## config.mk

```make
export PLATFORM = sky130hd
export DESIGN_NAME = tmr_err_monitor
export DESIGN_NICKNAME = d
export VERILOG_FILES = /design/src/rtl/tmr_err_monitor.sv
export SDC_FILE = /design/constraint.sdc
export NUM_CORES = 1
export LEC_CHECK = 0
export ABC_AREA = 1
export BUFFER_PORTS_ARGS = -buffer_cell sky130_fd_sc_hd__buf_4
export CELL_PAD_IN_SITES_DETAIL_PLACEMENT = 0
export CELL_PAD_IN_SITES_GLOBAL_PLACEMENT = 1
export CORE_MARGIN = 5
export CORE_UTILIZATION = 45
export CTS_BUF_LIST = sky130_fd_sc_hd__clkbuf_4 sky130_fd_sc_hd__clkbuf_8
export DETAILED_ROUTE_END_ITERATION = 8
export GPL_ROUTABILITY_DRIVEN = 0
export HOLD_SLACK_MARGIN = 0.06
export PLACE_DENSITY_LB_ADDON = 0.12
export SLEW_MARGIN = 20
export SYNTH_ARGS = -nofsm -noshare
export SYNTH_HDL_FRONTEND = slang
export SYNTH_SLANG_ARGS = --single-unit
```

## constraint.sdc

```tcl
create_clock -name clk -period 4.95 [get_ports clk]
set_input_delay 0.99 -clock clk [delete_from_list [all_inputs] [get_ports clk]]
set_output_delay 0.99 -clock clk [all_outputs]
set_load 0.02 [all_outputs]
```

## src/rtl/tmr_err_monitor.sv

```systemverilog
// tmr_err_monitor
//   Watches the err outputs of a group of TMR voters and classifies each
//   disagreement as transient or persistent. Keeps a saturating error-event
//   count and a sticky fault flag. A persistent disagreement triggers a
//   resync_req/resync_ack handshake. If the handshake times out, the block
//   latches a failure.
//
//   Optional build macro TMR_MON_CAPTURE_EN adds first-error capture outputs.
//
// Ports:
//   clk             in   clock, all state changes on posedge
//   rst_n           in   asynchronous active-low reset
//   err_in          in   [NUM_VOTERS] voter error lines, bit i = voter i
//   clr             in   synchronous clear of count, sticky flags, FAILED
//   resync_ack      in   resync complete (only honoured while requesting)
//   resync_req      out  request resynchronisation of triplicated state
//   err_count       out  [CNT_W] saturating count of voter error events
//   fault_sticky    out  set on any consumed error, held until clr
//   persistent_mask out  [NUM_VOTERS] voters implicated in last persistent fault
//   failed          out  resync handshake timed out, held until clr
//   first_err_vec   out  [NUM_VOTERS] (TMR_MON_CAPTURE_EN) first error vector
//   first_err_time  out  [CNT_W] (TMR_MON_CAPTURE_EN) cycle stamp of that error
module tmr_err_monitor #(
  parameter int NUM_VOTERS     = 4,
  parameter int CNT_W          = 16,
  parameter int PERSIST_CYCLES = 4,
  parameter int RESYNC_TIMEOUT = 16
) (
  input  logic                  clk,
  input  logic                  rst_n,
  input  logic [NUM_VOTERS-1:0] err_in,
  input  logic                  clr,
  input  logic                  resync_ack,
  output logic                  resync_req,
  output logic [CNT_W-1:0]      err_count,
  output logic                  fault_sticky,
  output logic [NUM_VOTERS-1:0] persistent_mask,
  output logic                  failed
`ifdef TMR_MON_CAPTURE_EN
  ,
  output logic [NUM_VOTERS-1:0] first_err_vec,
  output logic [CNT_W-1:0]      first_err_time
`endif
);

  localparam int PC_W  = $clog2(NUM_VOTERS + 1);
  localparam int SUM_W = CNT_W + PC_W;

  typedef enum logic [2:0] {
    ST_IDLE,
    ST_OBSERVE,
    ST_RESYNC,
    ST_COOLDOWN,
    ST_FAILED
  } state_t;

  state_t                state_reg;
  logic [NUM_VOTERS-1:0] err_q_reg;
  logic [NUM_VOTERS-1:0] acc_reg;
  logic [7:0]            run_reg;
  logic [7:0]            tmo_reg;
  logic [7:0]            cool_reg;

  logic                  any_err;
  logic [PC_W-1:0]       pop;
  logic [SUM_W-1:0]      sum;
  logic [CNT_W-1:0]      count_next;

  assign any_err = |err_q_reg;

  always_comb begin
    pop = '0;
    for (int i = 0; i < NUM_VOTERS; i++) begin
      pop = pop + PC_W'(err_q_reg[i]);
    end
  end

  // Add in a wider word so overflow is visible, then clamp to all-ones.
  assign sum        = SUM_W'(err_count) + SUM_W'(pop);
  assign count_next = (|sum[SUM_W-1:CNT_W]) ? {CNT_W{1'b1}} : sum[CNT_W-1:0];

  always_ff @(posedge clk or negedge rst_n) begin
    if (!rst_n) begin
      state_reg       <= ST_IDLE;
      err_q_reg       <= '0;
      acc_reg         <= '0;
      run_reg         <= '0;
      tmo_reg         <= '0;
      cool_reg        <= '0;
      resync_req      <= 1'b0;
      err_count       <= '0;
      fault_sticky    <= 1'b0;
      persistent_mask <= '0;
      failed          <= 1'b0;
    end else begin
      // The input register keeps sampling even on a clear edge.
      err_q_reg <= err_in;
      if (clr) begin
        // The err_q consumed on this edge is dropped entirely.
        state_reg       <= ST_IDLE;
        acc_reg         <= '0;
        run_reg         <= '0;
        resync_req      <= 1'b0;
        err_count       <= '0;
        fault_sticky    <= 1'b0;
        persistent_mask <= '0;
        failed          <= 1'b0;
      end else begin
        err_count <= count_next;
        if (any_err) begin
          fault_sticky <= 1'b1;
        end
        case (state_reg)
          ST_IDLE: begin
            if (any_err) begin
              state_reg <= ST_OBSERVE;
              run_reg   <= 8'd1;
              acc_reg   <= err_q_reg;
            end
          end
          ST_OBSERVE: begin
            if (!any_err) begin
              // Error run broke before becoming persistent: transient.
              state_reg <= ST_IDLE;
              run_reg   <= '0;
            end else if (run_reg + 8'd1 == 8'(PERSIST_CYCLES)) begin
              state_reg       <= ST_RESYNC;
              persistent_mask <= acc_reg | err_q_reg;
              resync_req      <= 1'b1;
              tmo_reg         <= '0;
            end else begin
              run_reg <= run_reg + 8'd1;
              acc_reg <= acc_reg | err_q_reg;
            end
          end
          ST_RESYNC: begin
            // An ack on the timeout edge still counts as success.
            if (resync_ack) begin
              resync_req <= 1'b0;
              state_reg  <= ST_COOLDOWN;
              cool_reg   <= '0;
            end else if (tmo_reg + 8'd1 == 8'(RESYNC_TIMEOUT)) begin
              resync_req <= 1'b0;
              failed     <= 1'b1;
              state_reg  <= ST_FAILED;
            end else begin
              tmo_reg <= tmo_reg + 8'd1;
            end
          end
          ST_COOLDOWN: begin
            // Errors here are counted but ignored by the classifier while
            // the triplicated registers reload.
            if (cool_reg + 8'd1 == 8'(PERSIST_CYCLES)) begin
              state_reg <= ST_IDLE;
              cool_reg  <= '0;
            end else begin
              cool_reg <= cool_reg + 8'd1;
            end
          end
          ST_FAILED: begin
            state_reg <= ST_FAILED;
          end
          default: begin
            state_reg <= ST_IDLE;
          end
        endcase
      end
    end
  end

`ifdef TMR_MON_CAPTURE_EN
  logic [CNT_W-1:0] free_cnt_reg;
  logic             captured_reg;

  // Free-running stamp counter is not affected by clr.
  always_ff @(posedge clk or negedge rst_n) begin
    if (!rst_n) begin
      free_cnt_reg   <= '0;
      captured_reg   <= 1'b0;
      first_err_vec  <= '0;
      first_err_time <= '0;
    end else begin
      free_cnt_reg <= free_cnt_reg + CNT_W'(1);
      if (clr) begin
        captured_reg   <= 1'b0;
        first_err_vec  <= '0;
        first_err_time <= '0;
      end else if (any_err && !captured_reg) begin
        captured_reg   <= 1'b1;
        first_err_vec  <= err_q_reg;
        first_err_time <= free_cnt_reg;
      end
    end
  end
`endif

endmodule

```

==> results.cfg <==
[status]
status = completed

[synth]
synthFlopType = dfrtp_1
yosys.area.top_type = dfrtp_1
synthArstFlopShare_pct = 100.0
syn_nets = 475
ys_top_cells_by_area = dfrtp_1 43%, nand2_1 15%, inv_1 6.8%
syn-instance-count = 458
synth_seq_cells = 58
synth_common_cells = 137 x nand2_1, 62 x inv_1, 58 x dfrtp_1
yosysUniqueCellTypes = 35
yosysTopAreaCellShare_pct = 42.65
synth_area_per_cell_um2 = 7.431
syn-cell-area_mm2 = 0.003403
synth_seq_area_share_pct = 42.65
yosysMostFrequentCell = nand2_1
synth-edff-count = 0
synth-warning-count = 0

[layout]
largest_reg_flops = 16
area_growth_pct = 15.18
seq_area_mm2 = 0.001451
drive_gt1_share_pct = 14.11
utilization_pct = 53.76
top_register = err_count
multi_input_area_mm2 = 0.001667
design_area_mm2 = 0.003920
antennaDiodeCount = 0
fin_nets = 508
fillers = 752

[critical_path]
critPathMaxStageDelay_ns = 0.54
cp_max_fo = 12
r2r-start = err_count[0]$_DFF_PN0_
crit_type = reg2reg
r2r_slack_ns = 1.94
crit_chain = fa_1 > inv_1 > fa_1 > inv_1 > fa_1 > nand2_1 > nor3_2 > nand2_1 > nor2_1 > nand2_1 > o21ai_0 > o21ai_0 > inv_1
crit_path_top_delay_cell = fa_1
cp-end-kind = flop
worstSetupStartpointType = flop
r2r_end = err_count[14]$_DFF_PN0_
reg2regPathDepth = 13
cp.required_ns = 5.22
crit_start = err_count[0]$_DFF_PN0_
cp.arrival_ns = 3.28

[timing]
min_period_ns = 3.012
fmax_mhz = 332.0
tns_ns = 0
fin_crit_sh_pct = 60.84
setup_viol = 0
drv_slew = 0
tightest_slew_ns = 0.7791
skew_ns = 0.006368
hold_viol = 0
rsz0062_at_grt = no
max_slew_margin_pct = 48.06

[route]
drc = 0
drtAntennaViolNets = 0
drtIter0Drc = 150
drt_pass1_iterations = 4
wl_per_cell_um = 12.69
vias = 2985
routed_wirelength_um = 7549
vias_per_cell = 5.017

[cts]
htreeDepth = 3
cts_tree = done
hold_buffers = 0
cts_resized = 0
cts_setup_buffers = 0
numCtsBuffers = 9
clk_latency_ns = 0.33
clockBufferDepth = 2
clk_pin_slew_ns = 0.06
root_buffer = clkbuf_8
cts.sinks = 58

[die]
ios = 31
fp.dieH_um = 96.97
core_area_mm2 = 0.007292
die-area_mm2 = 0.009402
initial_core_util_pct = 46.67
rows = 31
die_x_um = 96.97

[placement]
post_dp_cell_area_mm2 = 0.003711
dp_hpwl_um = 5240
io_buffers = 30

[grt]
grt-ovfl-total = 0
grt_max_degree = 59
grt_pass1_vias = 2840
antenna_found_initial = 0
grt_use_total_pct = 16.84
grt_pass1_wl_um = 13180

[hold_path]
hold_end = failed$_DFFE_PN0P_
hp-start = failed$_DFFE_PN0P_
min_path_type = reg2reg
whs_path_depth = 2

[flow_run]
maxCapViolCount = 0

[power_and_ir_drop]
p_per_area_mw_per_mm2 = 368.5
power_leakage_nw = 1.986
ir_drop_v = 0.0002010
==> power by group <==
group	total, W	leakage, nW	switching, W	internal (W)
clock network	0.000462	0.111	0.000185	0.000277
logic	0.000373	1.09	0.000247	0.000126
registers	0.000609	0.781	0.0000725	0.000537
total	0.00144	1.99	0.000505	0.000939
==> cell type report <==
class,count,area share (%)
Clock buffer,14,4.437
Tap cell,99,3.160
Clock inverter,2,0.8937
Timing Repair Buffer,30,5.745
Multi-Input combinational cell,327,42.52
Inverter,65,6.224
Sequential cell,58,37.03
==> cell families after synthesis <==
kind of cell / count (synthesis) / synth area share [%]
buf+inv: 73 / 8.382
compound gates: 53 / 8.898
fa+ha+maj: 9 / 3.971
simple gates: 255 / 33.53
flops: 58 / 42.65
xor+xnor: 10 / 2.574
==> how the worst max path moves through the flow <==
stage | endpoint | slack [ns] | depth (start not counted)
floorplan | err_count[11]$_DFF_PN0_ | 2.21 | 14
CTS | err_count[14]$_DFF_PN0_ | 1.94 | 13
finish | err_count[14]$_DFF_PN0_ | 1.94 | 13
global placement | err_count[14]$_DFF_PN0_ | 2.02 | 13
detailed placement | err_count[14]$_DFF_PN0_ | 1.95 | 13
global route | err_count[14]$_DFF_PN0_ | 1.63 | 13
==> worst max-delay path, delay by kind of cell, from the launching register on <==
kind | cells | cell delay [ns]
AO/OA/AOI/OAI | 2 | 0.24
AND/OR/NAND/NOR | 5 | 0.99
flip-flops | 1 | 0.40
buffers and inverters | 3 | 0.23
adder cells (fa/ha/maj) | 3 | 1.12
==> layer usage <==
| metal | share of wire [%] | global-route usage [%] |
|---|---|---|
| met1 | 50 | 23.46 |
| met2 | 45 | 25.85 |
| met3 | 4.1 | 4.532 |
| met4 | 0.98 | 4.536 |
| met5 | 0 | 0 |
==> placed cells by master (no fill, tap or decap), drive strengths merged, types with 13 or more instances in the layout <==
master	count
nand2	142
nor2	40
nor3	13
dfrtp	58
inv	65
o21ai	22
a21oi	22
buf	30
clkbuf	14
nand4	16
nand3	37
==> through the flow <==
step	hold slack, ns	std cells	setup slack [ns]	power [W]
2_1_floorplan	0.4551	458	2.206	0.0008868
3_3_place_gp	0.4726	579	2.016	0.0009880
3_5_place_dp	0.4862	579	1.946	0.0009902
4_1_cts	0.5037	595	1.936	0.001460
5_1_grt	0.5312	595	1.625	0.001555
6_report	0.4960	595	1.938	0.001444
(Power assumes the default switching activity.)
